[config.mk]
export PLATFORM = sky130hd
export DESIGN_NAME = manycore_link_buffer
export DESIGN_NICKNAME = d
export VERILOG_FILES = /design/src/rtl/manycore_link_buffer.sv
export SDC_FILE = /design/constraint.sdc
export NUM_CORES = 1
export LEC_CHECK = 0
export ABC_AREA = 1
export CORE_AREA = 8 8 165 136
export DETAILED_ROUTE_END_ITERATION = 10
export DIE_AREA = 0 0 173 144
export HOLD_SLACK_MARGIN = 0.02
export SETUP_SLACK_MARGIN = 0.5
export SLEW_MARGIN = 40
export SYNTH_ARGS = -nofsm -noshare
export SYNTH_HDL_FRONTEND = slang
export SYNTH_SLANG_ARGS = --single-unit
[constraint.sdc]
create_clock -name clock -period 1.72 [get_ports clock]
set_input_delay 0.344 -clock clock [delete_from_list [all_inputs] [get_ports clock]]
set_output_delay 0.344 -clock clock [all_outputs]
set_load 0.02 [all_outputs]
[src/rtl/manycore_link_buffer.sv]
// manycore_link_buffer: credit-flow link FIFO between two mesh routers, with an
// output-side packet tracker (HEADER / SIZE / PAYLOAD) and a sticky overflow flag.
// Optional delivery statistics are compiled in with MANYCORE_LINK_STATS_EN.
//
// Handshake: a flit moves upstream->buffer on a rising edge where rx_i and
// credit_o are both 1; it moves buffer->downstream on a rising edge where tx_o
// and credit_i are both 1. credit_o and tx_o depend only on registered state.
module manycore_link_buffer #(
    parameter int FLIT_WIDTH = 16,
    parameter int DEPTH      = 4
) (
    input  logic                  clock,
    input  logic                  reset,
    input  logic                  rx_i,
    input  logic [FLIT_WIDTH-1:0] data_i,
    output logic                  credit_o,
    output logic                  tx_o,
    output logic [FLIT_WIDTH-1:0] data_o,
    input  logic                  credit_i,
    output logic                  pkt_busy_o,
    output logic                  overflow_o,
    output logic [31:0]           flit_count_o,
    output logic [15:0]           pkt_count_o,
    output logic [1:0]            fsm_state_o
);

    localparam int AW = $clog2(DEPTH);
    localparam logic [AW:0] OCC_FULL = (AW + 1)'(DEPTH);

    typedef enum logic [1:0] {
        HEADER  = 2'd0,
        SIZE    = 2'd1,
        PAYLOAD = 2'd2
    } pkt_state_e;

    logic [FLIT_WIDTH-1:0] mem [DEPTH];
    logic [AW-1:0]         wr_ptr_q, rd_ptr_q;
    logic [AW:0]           occ_q, occ_d;
    logic                  overflow_q;
    pkt_state_e            state_q, state_d;
    logic [FLIT_WIDTH-1:0] remaining_q, remaining_d;
    logic                  push, pop;

    assign credit_o    = (occ_q < OCC_FULL);
    assign tx_o        = (occ_q != '0);
    assign data_o      = tx_o ? mem[rd_ptr_q] : '0;
    assign push        = rx_i & credit_o;
    assign pop         = tx_o & credit_i;
    assign pkt_busy_o  = (state_q != HEADER);
    assign overflow_o  = overflow_q;
    assign fsm_state_o = state_q;

    // Flit storage: written on push only, deliberately not reset.
    always_ff @(posedge clock) begin
        if (push) begin
            mem[wr_ptr_q] <= data_i;
        end
    end

    // Occupancy next-state: simultaneous push and pop cancel out.
    always_comb begin
        occ_d = occ_q;
        case ({push, pop})
            2'b10:   occ_d = occ_q + 1'b1;
            2'b01:   occ_d = occ_q - 1'b1;
            default: occ_d = occ_q;
        endcase
    end

    // Pointers wrap naturally at DEPTH (power of two); overflow is sticky.
    always_ff @(posedge clock or negedge reset) begin
        if (!reset) begin
            wr_ptr_q   <= '0;
            rd_ptr_q   <= '0;
            occ_q      <= '0;
            overflow_q <= 1'b0;
        end else begin
            if (push) wr_ptr_q <= wr_ptr_q + 1'b1;
            if (pop)  rd_ptr_q <= rd_ptr_q + 1'b1;
            occ_q      <= occ_d;
            overflow_q <= overflow_q | (rx_i & ~credit_o);
        end
    end

    // Packet tracker next-state: advances only on a pop.
    always_comb begin
        state_d     = state_q;
        remaining_d = remaining_q;
        if (pop) begin
            case (state_q)
                HEADER: state_d = SIZE;
                SIZE: begin
                    remaining_d = data_o;
                    state_d     = (data_o == '0) ? HEADER : PAYLOAD;
                end
                PAYLOAD: begin
                    remaining_d = remaining_q - 1'b1;
                    if (remaining_q == FLIT_WIDTH'(1)) state_d = HEADER;
                end
                default: state_d = HEADER;
            endcase
        end
    end

    // Packet tracker registers.
    always_ff @(posedge clock or negedge reset) begin
        if (!reset) begin
            state_q     <= HEADER;
            remaining_q <= '0;
        end else begin
            state_q     <= state_d;
            remaining_q <= remaining_d;
        end
    end

`ifdef MANYCORE_LINK_STATS_EN
    logic        pkt_end;
    logic [31:0] flit_cnt_q;
    logic [15:0] pkt_cnt_q;

    // A packet ends on a zero-size SIZE pop or on the last PAYLOAD pop.
    assign pkt_end = pop && (((state_q == SIZE) && (data_o == '0)) ||
                             ((state_q == PAYLOAD) && (remaining_q == FLIT_WIDTH'(1))));

    // Wrapping delivery counters.
    always_ff @(posedge clock or negedge reset) begin
        if (!reset) begin
            flit_cnt_q <= '0;
            pkt_cnt_q  <= '0;
        end else begin
            if (pop)     flit_cnt_q <= flit_cnt_q + 1'b1;
            if (pkt_end) pkt_cnt_q  <= pkt_cnt_q + 1'b1;
        end
    end

    assign flit_count_o = flit_cnt_q;
    assign pkt_count_o  = pkt_cnt_q;
`else
    assign flit_count_o = '0;
    assign pkt_count_o  = '0;
`endif

endmodule

==> results of run 1 <==
-- power by group through the flow --
stage / sequential (mW) / combinational (mW) / clock (mW)
final: 3.17 / 8.66 / 1.94
after global routing: 3.22 / 9.36 / 2.06
after CTS: 3.19 / 7.29 / 1.97
after detailed placement: 3.18 / 6.28 / 0
after global placement: 3.17 / 6.23 / 0
after floorplan: 3.12 / 3.93 / 0
-- cell type report --
class | count | area (µm²)
clock buffer | 10 | 229
clock inverter | 6 | 57.6
fill | 1990 | 12800
inverter | 93 | 387
multi-input combinational | 344 | 1990
sequential | 90 | 2580
tap | 269 | 337
timing repair buffer | 140 | 1550
timing repair inverter | 3 | 33.8
-- metal layers --
metal | vias to the layer above | GRT usage [%]
li1 | 1897 | -
met1 | 1816 | 12.9
met2 | 145 | 16.1
met3 | 15 | 4.44
met4 | 0 | 2.58
met5 | - | 0
-- metrics by stage --
| stage | util (%) | power [mW] | instance area, µm² | std cells | TNS (ps) |
|---|---|---|---|---|---|
| finish | 35.8 | 13.8 | 7160 | 955 | -3530 |
| global route | 35.8 | 14.6 | 7160 | 955 | -5260 |
| CTS | 33.4 | 12.4 | 6680 | 931 | -3300 |
| detailed placement | 29.5 | 9.46 | 5890 | 887 | -6690 |
| global placement | 29.5 | 9.40 | 5890 | 887 | -5950 |
| floorplan | - | 7.05 | 5210 | 591 | 0 |
-- cells in the mapped netlist (all sizes together) (2+ instances only) --
cell	instances	area [µm²]
nand2	149	567
inv	93	352
edfxtp	64	1920
buf	60	460
nor2	37	160
o21ai	31	155
nand3	30	163
dfrtp	26	651
a21oi	18	90.1
ha	10	125
xor2	6	52.6
clkbuf	4	15.0
nand4	3	18.8
nor3	2	10.0
o211ai	2	15.0
o22ai	2	12.5
-- final timing paths --
check,endpoint,slack (ps),cells past startpoint
worst max-delay path,data_o[5],-260,10
worst max register to register,fsm_state_o[1]$_DFFE_PN0P_,-150,13
min in group clock,overflow_o$_DFF_PN0_,490,1
worst min-delay path,occ_q[2]$_DFFE_PN0P_,380,2
worst min register to register,overflow_o$_DFF_PN0_,490,1
max in group asynchronous,remaining_q[9]$_DFFE_PN0P_,1040,2
-- sequential cells by signal (all words and copies together) (netlist names) --
signal	count
wr_ptr_q	2
rd_ptr_q	2
mem	64
occ_q	3
fsm_state_o	2
overflow_o	1
remaining_q	16
-- critical path, stage by stage (launching register included) --
cell     delay, ps
dfrtp_2        420
buf_12         150
buf_12         130
buf_6          120
nand2_2         40
nand2_1         50
nand2_1         50
nand2_1         60
nand2_2        100
inv_2           40
buf_6          120
-- cells by family after synthesis --
| family | Yosys count | share of synthesized area (%) |
|---|---|---|
| AO/OA/AOI/OAI | 56 | 6.09 |
| XOR/XNOR | 7 | 1.27 |
| adder cells (fa/ha/maj) | 11 | 3.01 |
| buffers and inverters | 157 | 17.1 |
| flip-flops | 90 | 53.3 |
| other | 1 | 0.0777 |
| AND/OR/NAND/NOR | 222 | 19.2 |
-- repair_timing --
| action | in CTS | in global routing |
|---|---|---|
| endpoints found under the setup margin | 108 | 111 |
| setup buffers | 22 | 20 |
| pin swaps | 16 | 32 |
| cloned | 6 | 4 |
| gates resized for setup | 194 | 81 |
==> metrics, run 1 <==
first-pass GRT wire length 19900 µm; outcome complete, but fails checks; commonest non-fill, non-tap cell in the layout nand2_1; critical path data arrival time approximately 1600 ps; largest net degree at the start of global routing 27; fraction of registers with async set/reset between 20% and 30%; most frequent cells in the layout 114 x nand2_1, 64 x edfxtp_1, 61 x inv_1; Die Span Y between 100 and 150 µm; Core Rows 47; Core Footprint roughly 0.02 mm²; Routed WL per cell 13.9 µm; Root Buffer clkbuf_16; routed wire length approximately 13000 µm; violated checks setup timing; met2 wire length 6080 µm; Hold Fails Final Rpt 0; sequential share of power 23.0%; area delta synth->final 48.4%; Startpoint Class register; Post-synth top flop edfxtp_1; DRT Pass-1 Iters 5; WL met3 1230 µm; total CTS buffers 9; drc violations 0; Post-CTS Hold Fix Bufs 0; DPL Wire Length 8540 µm; initial drt markers 176; Nets a little over 700; Logic pwr share a little over three fifths; GRT Util Overall 10.3%; vias per inst 4.06; min Tclk post-route 1980 ps; ant diodes 0; Mapped Area 0.00483 mm²; setup ws final -256 ps; fraction of layout cells with a size suffix above 1 about two fifths; fmax 0.506 GHz; Pwr Density between 1500 and 2000 mW/mm²; DR top layer met4; Avg Inst Size Synth 8.88 µm²; remaining global-route overflow 0; Max Cap Viol 0; final cycle utilization of the critical path 115%; Initial Utilization approximately 24%; vias ~3900; Die Wd 173 µm; GPL Wtd Cong 0.821; Worst Path Max Fanout 7; Worst Hold Class input port to asynchronous set/reset pin; fraction of power consumed by the clock network between 10 and 15%; initial antenna violation count 0; RSZ-0062 raised after global routing true; Critical Path Sink Type primary output; unique cell type count in the Yosys netlist 32; register bit total from synthesis 90; Boundary Pins 90; CTS sink cnt 90; cells after synthesis 544; Routed Antenna Nets 0; reg-to-reg startpoint rd_ptr_q[0]$_DFFE_PN0P_; final setup fails 20; Critical path origin rd_ptr_q[0]$_DFFE_PN0P_; Leak 3.23 nW; vias in the first global route 3718; sequential fraction of the synthesis area 53.3%; Max Root-Sink Buffers 2; Post-synth EDFFs 64; YS warnings 0; pre-CTS setup slack -384 ps; Internal between 8 and 9 mW; Die Area 0.0249 mm²; H-tree depth 3; Setup Skew 10.8 ps; WHS ~380 ps; Clock transition at path regs roughly 60 ps; Pins Over Slew Limit 0; switching portion of total power about two fifths; IR drop worst, VDD 1070 µV; WP data required 1380 ps; WS Path Type register to primary output; switching pwr 5.72 mW; I/O Buffers just over 40; CTS tree built; Skew-Pair Late Insertion Delay ~350 ps; DRT met1 WL 5770 µm
(Power assumes the default switching activity.)
==> inputs of run 2 (changes only) <==
--- a/config.mk
+++ b/config.mk
@@ -6,6 +6,7 @@
 export NUM_CORES = 1
 export LEC_CHECK = 0
 export ABC_AREA = 1
+export CAP_MARGIN = 20
 export CORE_AREA = 8 8 165 136
 export DETAILED_ROUTE_END_ITERATION = 10
 export DIE_AREA = 0 0 173 144
==> results of run 2 <==
Final layout, timing and power as in run 1 (identical DEF).
==> RTL change 1: new RTL, settings of run 2 <==
Add a define of `MANYCORE_LINK_STATS_EN`.
--- a/src/rtl/manycore_link_buffer.sv
+++ b/src/rtl/manycore_link_buffer.sv
@@ -5,6 +5,8 @@
 // Handshake: a flit moves upstream->buffer on a rising edge where rx_i and
 // credit_o are both 1; it moves buffer->downstream on a rising edge where tx_o
 // and credit_i are both 1. credit_o and tx_o depend only on registered state.
+`define MANYCORE_LINK_STATS_EN
+
 module manycore_link_buffer #(
     parameter int FLIT_WIDTH = 16,
     parameter int DEPTH      = 4
Function: changed (a bounded check fails within 4 cycles, from zero or initial values and one cycle with reset low).
==> RTL change 1 against run 2 <==
- clock skew rose by 0.0020 ns
- sequential cell count rose by 48
- power rose by 36%
- synthesized cell count rose by 42%
- largest power group unchanged
- final area rose by 64%
- the flow still finishes with violations (negative setup slack)
- fmax fell by 9.6%
- routed wire length rose by 60%
- area after synthesis rose by 44%
- setup slack got worse by 0.21 ns
==> RTL change 1: results <==
[status]
status = "finished, violations left"
violations = "negative setup slack"

[placement]
dpl_worst_slack_ns = -0.411
placed_area_sq_mm = 0.00890
hpwlAfterDp_um = 12500
place_inst = 1192
io_buffers = 89

[yosys]
yosysSeqAreaShare_pct = 54.1
ys.flop_type = "dfrtp_1"
syn_avg_cell_area_sq_um = 9.04
async_reset_ff_share_pct = 53.6
netlist_top_cells_area = "edfxtp_1 28%, dfrtp_1 27%, nand2_1 12%"
synth.top_cells.by_count = "216 x nand2_1, 110 x inv_1, 74 x dfrtp_1"

[power]
leakage_nw = 5.51
peakVddDrop_mv = 0.878

[clocking]
cts_made_buffers = 17
h-tree-depth = 4
clk_latency_ns = 0.42

[sta]
fin_tns_setup_ns = -17.83
skew_ns = 0.0127
layout_setup_ws_ns = -0.465
finalSetupViolCount = 72

[route]
drt_iter0_markers = 386
wl_per_cell_um = 15.7
vias = 6245

[layout]
final_net_count = 1103
drive_above_1_share_pct = 48.7
fin_cells = 1351

[worst_setup_path]
arrival_ns = 1.84
worst-path-max-fanout = 6
cp_slowest_cell = "dfrtp_4"
crit_path_max_incr_delay_ns = 0.53

[global_routing]
gr-usage-all-layers_pct = 16.3
grt_pass1_wl_um = 32300
grt_pass1_vias = 6091
==> RTL change 1: cell types whose count changed in the layout (fill, tap and decap cells not counted), moves of 12 or more <==
cell and change:
conb_1 -48, buf_4 +76, inv_1 +22, nand3_1 +12, xnor2_1 +16, dfrtp_1 +36
nand2_1 +33, nand2_2 +31, nand3_2 +20, xor2_1 +27, buf_6 +61
==> RTL change 1: kinds of logic after synthesis <==
kind of cell,share of synthesized area [%]
compound gates,4.38
xor+xnor,6.66
fa+ha+maj,2.62
buf+inv,8.29
flops,54.1
simple gates,23.9
==> RTL change 1: power by group <==
part | switching (mW) | internal [mW]
Sequential | 0.449 | 4.07
Combinational | 5.37 | 5.23
Clock | 1.55 | 2.05
Total | 7.37 | 11.3
==> RTL change 1: worst paths after layout <==
check / endpoint / slack, ns / cells after the start
worst max-delay path: data_o[14] / -0.46 / 9
worst min-delay path: flit_count_o[30] / 0.38 / 2
worst max register to register: pkt_count_o[14] / -0.44 / 16
worst min register to register: remaining_q[15] / 0.48 / 2
max in group asynchronous: pkt_count_o[6] / 0.77 / 3
min in group clock: remaining_q[15] / 0.48 / 2
==> RTL change 1: layout make-up <==
class	instances	area [sq um]
clock buffers	17	425
clock inverters	15	155
fillers	1650	8220
inverters	115	477
multi-input cells	499	3400
flip-flops and latches	138	3800
well taps	269	337
repair buffers	296	3150
repair inverters	2	28.8
==> RTL change 1: repair_timing <==
action | CTS | global route
setup endpoints to repair | 205 | 207
resized for setup | 575 | 126
hold endpoints to repair | 24 | 0
hold buffers | 1 | 0
gates cloned | 15 | 2
buffers inserted | 74 | 35
pin swaps | 69 | 67
==> RTL change 1: metal layers <==
layer	vias to the layer above	wire length (um)	track usage, %
met1	3021	9960	22.4
met2	122	10300	26.5
met4	0	156	3.58
met5	-	0	0
li1	3088	-	-
met3	14	798	3.26
==> RTL change 2: new RTL, flow settings as in run 2 <==
Made on the original files. Register the input `rx_i` before use, without a reset. The logic sees it one clock later. The other inputs are not delayed to match.
--- a/src/rtl/manycore_link_buffer.sv
+++ b/src/rtl/manycore_link_buffer.sv
@@ -33,6 +33,12 @@
         PAYLOAD = 2'd2
     } pkt_state_e;
 
+    logic rx_q;
+
+    always_ff @(posedge clock) begin
+        rx_q <= rx_i;
+    end
+
     logic [FLIT_WIDTH-1:0] mem [DEPTH];
     logic [AW-1:0]         wr_ptr_q, rd_ptr_q;
     logic [AW:0]           occ_q, occ_d;
@@ -44,7 +50,7 @@
     assign credit_o    = (occ_q < OCC_FULL);
     assign tx_o        = (occ_q != '0);
     assign data_o      = tx_o ? mem[rd_ptr_q] : '0;
-    assign push        = rx_i & credit_o;
+    assign push        = rx_q & credit_o;
     assign pop         = tx_o & credit_i;
     assign pkt_busy_o  = (state_q != HEADER);
     assign overflow_o  = overflow_q;
@@ -78,7 +84,7 @@
             if (push) wr_ptr_q <= wr_ptr_q + 1'b1;
             if (pop)  rd_ptr_q <= rd_ptr_q + 1'b1;
             occ_q      <= occ_d;
-            overflow_q <= overflow_q | (rx_i & ~credit_o);
+            overflow_q <= overflow_q | (rx_q & ~credit_o);
         end
     end
 
Behaviour: not the same (Yosys sat finds a counterexample within 4 cycles, from zero or initial values and one cycle with reset low).
==> RTL change 2 against run 2 <==
- the run still ends with negative setup slack left
- global-route usage shrank 0.15 points
- final area grew 0.59%
- clock power decreased by 8%
- routed wire length down 2.9%
- setup slack gained 0.048 ns
- area after synthesis increased by 0.41%
- power increased by 0.98%
- first-iteration DRC count increased by 22%
- via count shrank 0.80%
- sequential cell count is 1 higher
- final cell count grew 0.21%
==> RTL change 2: results <==
[worst_setup_path]
r2r_setup_slack_ns = -0.17
crit_path_end = "data_o[7]"
worst-path-max-fanout = 7
r2r_cells = 13

[placement]
placed_area_sq_mm = 0.00591
io_buffers = 41
dpl_worst_slack_ns = -0.401
place_inst = 892
gp_congestion = 0.821
hpwlAfterDp_um = 8400

[yosys]
muxShareOfSynthArea_pct = 0
synth_compound_area_share_pct = 6.06
ys_warn_count = 0
synth_xor_area_share_pct = 1.26
synthDistinctLibCells = 33
netlist_top_cells_area = "edfxtp_1 40%, dfrtp_1 13%, nand2_1 11%"
async_reset_ff_share_pct = 28.6
syn_inst = 545
synthAdderAreaFrac_pct = 2.99
yosysSeqAreaShare_pct = 53.5

[global_routing]
met3_usage_pct = 3.55
grt.met1_usage_pct = 12.9
gr-usage-all-layers_pct = 10.2
grt_pass1_wl_um = 19900
met2_usage_pct = 16.5

[route]
vias = 3842
wirelength_um = 12900
drt_iter0_markers = 214
wl_per_cell_um = 13.5

[layout]
drive_above_1_share_pct = 41.9
final_net_count = 714
nFillCells = 1982

[hold_path]
hold_path_class = "in -> async"

[sta]
layout_setup_ws_ns = -0.208
finalSetupViolCount = 20
holdWs_ns = 0.389
skew_ns = 0.0102
fin_tns_setup_ns = -3.16

[power]
peakVddDrop_mv = 0.894
leakage_nw = 3.26

[status]
violations = "negative setup slack"
status = "finished, violations left"

[clocking]
h-tree-depth = 3
clk_latency_ns = 0.34
-- RTL change 2: cell count changes in the layout (fill, tap and decap cells not counted), moves of 4 or more --
cell       delta
nand3_2       +7
nand2_4       +6
nand2_2      +15
nand2_1      -21
buf_6         +5
clkbuf_16     -4
nand3_1       -7
inv_8         -4
-- RTL change 2: power by group --
| group | internal [mW] | switching [mW] | leakage (nW) |
|---|---|---|---|
| combinational | 4.19 | 4.73 | 2.22 |
| sequential | 2.90 | 0.302 | 0.898 |
| clock | 0.974 | 0.815 | 0.135 |
| total | 8.06 | 5.85 | 3.26 |
-- RTL change 2: layout make-up --
class	count	area [sq um]	area share [%]
timing repair buffer	142	1500	20.8
inverter	93	390	5.42
tap	269	337	4.67
clock inverter	7	43.8	0.608
multi-input combinational	344	2090	29.1
timing repair inverter	2	17.5	0.243
sequential	91	2600	36.0
clock buffer	9	225	3.13
-- RTL change 2: repair_timing --
item                                   CTS  global route
setup endpoints to repair              109           110
resized for setup                      234            73
gates cloned                             4             2
buffers inserted                        28            15
hold buffers                             0             0
pin swaps                               30            42
endpoints found under the hold margin    0             0
-- RTL change 2: worst max-delay path, cell delays in order, from the launching register on --
cell and delay (ns):
dfrtp_2 0.39, buf_12 0.18, buf_8 0.15, nor2_4 0.03, nor2_1 0.09, nand2_1 0.07, nand2_2 0.09, nand2_2 0.06
inv_2 0.07, buf_6 0.11
-- RTL change 2: cell families (layout without fill, tap and decap cells) --
family | Yosys count | count (layout)
DFF | 91 | 91
and+or+nand+nor | 222 | 222
other | 1 | 48
AOI/OAI and AO/OA | 56 | 56
buffers and inverters | 157 | 253
adders and majority gates | 11 | 11
xor gates and xnor gates | 7 | 7
-- RTL change 2: routing by layer --
metal,vias up,wire length [um]
met3,5,868
li1,1898,-
met5,-,0
met1,1816,5740
met2,123,6230
met4,0,55
